<file path="config.mk">
export PLATFORM = sky130hd
export DESIGN_NAME = onehot_grant_decoder
export DESIGN_NICKNAME = d
export VERILOG_FILES = /design/src/rtl/onehot_grant_decoder.sv
export SDC_FILE = /design/constraint.sdc
export NUM_CORES = 1
export LEC_CHECK = 0
export BUFFER_PORTS_ARGS = -buffer_cell sky130_fd_sc_hd__buf_4
export CAP_MARGIN = 20
export CORE_AREA = 5 5 42 44
export CTS_CLUSTER_DIAMETER = 100
export CTS_CLUSTER_SIZE = 14
export DETAILED_ROUTE_END_ITERATION = 6
export DIE_AREA = 0 0 47 49
export PLACE_DENSITY = 0.53
export SKIP_CTS_REPAIR_TIMING = 1
export SLEW_MARGIN = 0
export SYNTH_ARGS = -nofsm -noshare
export SYNTH_HDL_FRONTEND = slang
export SYNTH_SLANG_ARGS = --single-unit
</file>
<file path="constraint.sdc">
create_clock -name clk -period 2.3 [get_ports clk]
set_clock_uncertainty 0.05 [all_clocks]
set_input_delay 0.46 -clock clk [delete_from_list [all_inputs] [get_ports clk]]
set_output_delay 0.46 -clock clk [all_outputs]
set_load 0.01 [all_outputs]
</file>
<file path="src/rtl/onehot_grant_decoder.sv">
// Expands a binary request index into a registered one-hot grant held for HOLD cycles.
// Out-of-range indices are rejected with a one-cycle err pulse; in_ready stalls the encoder while busy.

module onehot_grant_decoder #(
    parameter int N     = 4,
    parameter int IDX_W = 2,
    parameter int HOLD  = 3
) (
    input  logic             clk,
    input  logic             rst,
    input  logic [IDX_W-1:0] in_idx,
    input  logic             in_valid,
    output logic             in_ready,
    output logic [N-1:0]     grant,
    output logic             grant_valid,
    output logic             done,
    output logic             err
);

    localparam int                 CNT_W    = $clog2(HOLD + 1);
    localparam logic [IDX_W:0]     N_LIM    = (IDX_W + 1)'(N);
    localparam logic [CNT_W-1:0]   CNT_LOAD = CNT_W'(HOLD - 1);
    localparam logic [CNT_W-1:0]   CNT_ZERO = {CNT_W{1'b0}};
    localparam logic [CNT_W-1:0]   CNT_ONE  = CNT_W'(1);

    typedef enum logic [0:0] {
        ST_IDLE = 1'b0,
        ST_HOLD = 1'b1
    } state_t;

    state_t           state_r;
    state_t           state_s;
    logic [CNT_W-1:0] cnt_r;
    logic [CNT_W-1:0] cnt_s;
    logic [N-1:0]     grant_r;
    logic [N-1:0]     grant_s;
    logic             grant_valid_r;
    logic             grant_valid_s;
    logic             done_r;
    logic             done_s;
    logic             err_r;
    logic             err_s;
    logic             accept_s;
    logic             in_range_s;
    logic [N-1:0]     onehot_s;

    // Binary index to one-hot; indices >= N decode to all-zero.
    function automatic logic [N-1:0] idx_to_onehot(input logic [IDX_W-1:0] idx);
        logic [N-1:0] oh;
        for (int i = 0; i < N; i++) begin
            oh[i] = (idx == IDX_W'(i));
        end
        return oh;
    endfunction

    assign in_ready    = (state_r == ST_IDLE);
    assign accept_s    = in_valid && (state_r == ST_IDLE);
    assign in_range_s  = ({1'b0, in_idx} < N_LIM);
    assign onehot_s    = idx_to_onehot(in_idx);

    assign grant       = grant_r;
    assign grant_valid = grant_valid_r;
    assign done        = done_r;
    assign err         = err_r;

    // Next-state and next-output decode; done/err default low so they pulse for one cycle.
    always_comb begin
        state_s       = state_r;
        cnt_s         = cnt_r;
        grant_s       = grant_r;
        grant_valid_s = grant_valid_r;
        done_s        = 1'b0;
        err_s         = 1'b0;
        case (state_r)
            ST_IDLE: begin
                if (accept_s) begin
                    if (in_range_s) begin
                        state_s       = ST_HOLD;
                        cnt_s         = CNT_LOAD;
                        grant_s       = onehot_s;
                        grant_valid_s = 1'b1;
                    end else begin
                        err_s         = 1'b1;
                    end
                end else begin
                    state_s = ST_IDLE;
                end
            end
            ST_HOLD: begin
                if (cnt_r != CNT_ZERO) begin
                    cnt_s = cnt_r - CNT_ONE;
                end else begin
                    // Counter exhausted: drop grant and signal completion in the same cycle.
                    state_s       = ST_IDLE;
                    grant_s       = {N{1'b0}};
                    grant_valid_s = 1'b0;
                    done_s        = 1'b1;
                end
            end
            default: begin
                state_s       = ST_IDLE;
                cnt_s         = CNT_ZERO;
                grant_s       = {N{1'b0}};
                grant_valid_s = 1'b0;
            end
        endcase
    end

    // State register and registered outputs; reset truncates any grant with no done pulse.
    always_ff @(posedge clk) begin
        if (rst) begin
            state_r       <= ST_IDLE;
            cnt_r         <= CNT_ZERO;
            grant_r       <= {N{1'b0}};
            grant_valid_r <= 1'b0;
            done_r        <= 1'b0;
            err_r         <= 1'b0;
        end else begin
            state_r       <= state_s;
            cnt_r         <= cnt_s;
            grant_r       <= grant_s;
            grant_valid_r <= grant_valid_s;
            done_r        <= done_s;
            err_r         <= err_s;
        end
    end

    onehot_grant_decoder_chk #(
        .N     (N),
        .IDX_W (IDX_W),
        .HOLD  (HOLD)
    ) u_chk (
        .clk         (clk),
        .rst         (rst),
        .in_ready    (in_ready),
        .grant       (grant),
        .grant_valid (grant_valid),
        .done        (done),
        .err         (err)
    );

endmodule

// Output invariants and parameter legality for onehot_grant_decoder.
module onehot_grant_decoder_chk #(
    parameter int N     = 4,
    parameter int IDX_W = 2,
    parameter int HOLD  = 3
) (
    input logic         clk,
    input logic         rst,
    input logic         in_ready,
    input logic [N-1:0] grant,
    input logic         grant_valid,
    input logic         done,
    input logic         err
);

    a_params: assert property (@(posedge clk)
        (N >= 2) && (N <= 16) && (IDX_W == $clog2(N)) && (HOLD >= 1) && (HOLD <= 255));

    a_onehot: assert property (@(posedge clk) disable iff (rst) $onehot0(grant));

    a_gvalid: assert property (@(posedge clk) disable iff (rst) grant_valid == (|grant));

    a_done_excl: assert property (@(posedge clk) disable iff (rst) !(done && grant_valid));

    a_err_excl: assert property (@(posedge clk) disable iff (rst) !(err && grant_valid));

    // The block is busy exactly while a grant is being driven.
    a_ready: assert property (@(posedge clk) disable iff (rst) in_ready == !grant_valid);

endmodule
</file>
After elaboration in Yosys (flattened, before gate mapping)
Cells that the tools add are included.
- register bits after elaboration: 9
- input port bits: 5
- output and inout bits: 8
- word-level logic and storage cells: 32
- $add $sub $neg: 1
- equal/unequal tests: 6
- multiplexer cells: 13
- bitwise logic cells: 1
- reduce and logical (&&, ||, !) cells: 6
- operators by type and width (operator ; count):
    2-to-1 mux 4 bit ; 2
    one-hot mux 4 bit (2 select lines) ; 1
    2-to-1 mux 1 bit ; 5
    == test 2 bit (second input constant) ; 2
    2-to-1 mux 2 bit ; 2
    != test 2 x 1 -> 1 bit (second input constant) ; 2
    one-hot mux 1 bit (2 select lines) ; 2
    one-hot mux 2 bit (2 select lines) ; 1
    AND reduction 2 bit ; 2
    == test 2 x 1 -> 1 bit (second input constant) ; 1
    logical NOT 2 bit ; 1
    != test 2 bit (second input constant) ; 1
    nonzero test 2 bit ; 1
    OR reduction 2 bit ; 1
    subtractor 2 x 1 -> 2 bit (second input constant) ; 1
    logical AND 1 bit ; 1
    NOT 1 bit ; 1

Depth between registers and ports, before layout
- depth in word-level cells: 4
- gate-level depth with buffers: 5
- gate-level depth less buffers: 5

Least setup slack after synthesis
No wires, ideal clock.
- path type: flip-flop to flip-flop
- start point: reg cnt_r[0]
- end point: reg cnt_r[0]
- setup time: 0.117 ns
- arrival time: 1.014 ns
- required time: 2.133 ns
- slack: 1.119 ns
- cell stages (with the launch flop): 6
- path buffers: 0
- clock period less this slack: 1.181 ns
- cells stage by stage: dfxtp_1 -> inv_1 -> ha_1 -> and2b_2 -> nor2_2 -> a22o_1
- cells in the longest elaborated chain, start to end: 3
- elaborated cells on any way between the ends: 6
- those cells by class: add/sub (1); eq/ne (1); mux (2); reduce/logical (2)
- RTL lines (item ; RTL line ; RTL):
    start, declared ; 33 ; logic [CNT_W-1:0] cnt_r;
    start signal, assigned ; 120 ; cnt_r <= cnt_s;
    subtractor 2 x 1 -> 2 bit / nonzero test 2 bit (equally long branches) ; 91, 90 ;
    2-to-1 mux 2 bit / != test 2 x 1 -> 1 bit (equally long branches) ; n/a ;
    one-hot mux 2 bit (2 select lines) / AND reduction 2 bit (equally long branches) ; n/a ;
Several ways; a longest one is shown, not always the timed one. The select of a mux whose other input is x is not followed.
A chain may end at the register's enable or synchronous reset.

Worst setup path in the final report
- start point: reg state_r
- end point: out in_ready
- cells in the longest elaborated chain, start to end: 1
- RTL lines (item ; RTL line ; RTL):
    start, declared ; 31 ; state_t state_r;
    start signal, assigned ; 119 ; state_r <= state_s;
    NOT 1 bit (no line) ; n/a ;
    end, declared ; 13 ; output logic in_ready,
No other way between the ends.

==> impl_metrics.yaml <==
cts:
  clock_latency_ps: 260
  cts.sink_count: 9
  cts_tree: "yes"
  h-tree-depth: 1
  cts_buffers: 3
  clkTransAtPathRegs_ps: 60
  clock_path_buffers: 2
  cts-root-buf: "clkbuf_4"
route:
  drt_pass1_iterations: 3
  wire_per_inst_um: 10.2
  num_vias: 288
  drc: 0
  vias_per_cell: 4.36
  wl_um: 670
  drtAntennaViolNets: 0
  drt_iter0_markers: 5
power:
  p_comb_share_pct: 16.2
  p_seq_share_pct: 48.7
  swShare_pct: 25.4
  clkPwrFrac_pct: 35.1
  peakVddDrop_uv: 282
  p_leak_nw: 0.227
  power.switching_uw: 88.7
  power.density_mw_per_mm2: 693
  intPower_uw: 261
  p_total_uw: 349
run:
  max_cap_violations: 0
floorplan:
  dieArea_mm2: 0.00230
  coreArea_mm2: 0.00140
  initial_utilization_pct: 27.7
  io_pins: 13
  dieWidth_um: 47
  rows: 14
  die_h_um: 49
synthesis:
  synth_flop_cell: "dfxtp_1"
  syn_area_um2: 388
  synth_common_cells: "9 x dfxtp_1, 6 x nor2_1, 4 x a32o_1, 4 x inv_1, 2 x ha_1"
  netlist_top_cells_area: "dfxtp_1 46%, a32o_1 10%, ha_1 6.5%, nor2_1 5.8%, nor3b_4 4.8%"
  yosys.area.top_type_share_pct: 46.5
  synth_edf_count: 0
  synthesis.nets: 44
  synth.avg_cell_area_um2: 10.5
  async_reset_ff_share_pct: 0
  synthDistinctLibCells: 17
  synth-seq-cells: 9
  synthCells: 37
  ys_seq_area_share_pct: 46.5
  synth_most_common_cell: "dfxtp_1"
  yosys_warnings: 0
  post-synth-top-area-cell: "dfxtp_1"
setup_path:
  arrival_ps: 860
  critPathSlowestCell: "dfxtp_1"
  crit_chain: "inv_1 -> buf_4"
  crit_required_ps: 1790
  slowest_delay_ps: 400
  critical_path_class: "reg -> out"
  critical_path.max_fanout: 4
  end_kind: "output port"
  r2r_slack_ps: 1050
  critPathLaunchType: "flip-flop"
timing:
  fin_hold_ws_ps: 400
  drv_slew: 0
  setup_tns_ps: 0
  rsz0062_at_grt: "no"
  finalHoldViolations: 0
  timing.fmax_mhz: 728
  setup_viol: 0
  min_period_ps: 1370
  final.period_utilization_pct: 59.7
grt:
  grt_pass1_wl_um: 1060
  antenna_found_initial: 0
  grt_usage_pct: 6.64
  grt_max_degree: 10
  grt_pass1_vias: 267
  grt_overflow: 0
place:
  io_buffers: 11
  gp_congestion: 0.660
  dp_hpwl_um: 525
  post_dp_cell_area_um2: 478
cells_and_area:
  drive_above_1_share_pct: 40.0
  final_nets: 58
  syn_to_final_growth_pct: 30.0
  stdcell_area_um2: 504
  antennaDiodeCount: 0
hold_path:
  hold_class: "in -> reg"
run_status:
  status: "completed"
[layout make-up]
class	count	area, um^2
fill	159	897
sequential	9	180
inverter	4	15.0
tap	16	20.0
multi-input combinational	22	180
clock buffer	4	26.3
timing repair buffer	11	82.6
[sequential cells by signal (all words and copies together), names as in the netlist]
| signal | cells |
|---|---|
| cnt_r | 2 |
| done | 1 |
| state_r | 1 |
| grant_valid | 1 |
| grant | 4 |
[through the flow]
stage               util, %  setup slack (ps)  std cells
floorplan                 -              1120         37
global placement       34.1              1010         62
detailed placement     34.1              1010         62
CTS                    36.0               922         66
global route           36.0               882         66
finish                 36.0               927         66
[critical path: cells and delay by family (launching register included)]
family	cells	cell delay (ps)
DFF	1	400
buffers and inverters	2	200
[power groups by stage]
stage | clock [mW] | combinational, mW | sequential, mW
6_report | 0.123 | 0.0567 | 0.170
3_3_place_gp | 0 | 0.0573 | 0.174
5_1_grt | 0.135 | 0.0634 | 0.171
2_1_floorplan | 0 | 0.0356 | 0.176
4_1_cts | 0.125 | 0.0579 | 0.170
3_5_place_dp | 0 | 0.0577 | 0.174
[path summary, 6_finish.rpt]
kind                  from  depth (start not counted)  endpoint
setup reg to reg  cnt_r[0]                          5  cnt_r[0]
setup / recovery   state_r                          2  in_ready
hold / removal         rst                          2  cnt_r[1]
hold reg to reg   grant[2]                          1  grant[2]
[layout by cell type (no fill, tap or decap)]
master and n:
ha_1 2, nand2_1 1, nor3b_4 1, clkbuf_4 3, a221oi_2 1, dfxtp_1 9
a22o_1 1, nor2_1 6, and2b_2 1, conb_1 1, clkbuf_1 1, a21oi_1 1
nor2_2 1, nor2b_4 1, inv_1 4, a32o_1 4, buf_4 11, nor2b_2 1
[kinds of logic (layout without fill, tap and decap cells)]
group                      Yosys count  count (layout)  share of synthesized area [%]
other                                1               1                          0.967
AOI/OAI and AO/OA                    7               7                           17.7
DFF                                  9               9                           46.5
adders and majority gates            2               2                           6.45
buffers and inverters                6              19                           7.10
and+or+nand+nor                     12              12                           21.3
[layer usage]
| metal | track usage, % | part of all wire, % | vias up |
|---|---|---|---|
| li1 | - | - | 149 |
| met1 | 9.09 | 46 | 124 |
| met2 | 7.01 | 38 | 13 |
| met3 | 3.69 | 14 | 2 |
| met4 | 5.53 | 1.5 | 0 |
| met5 | 0 | 0 | - |
No activity file was read; power rests on OpenSTA's default activity.
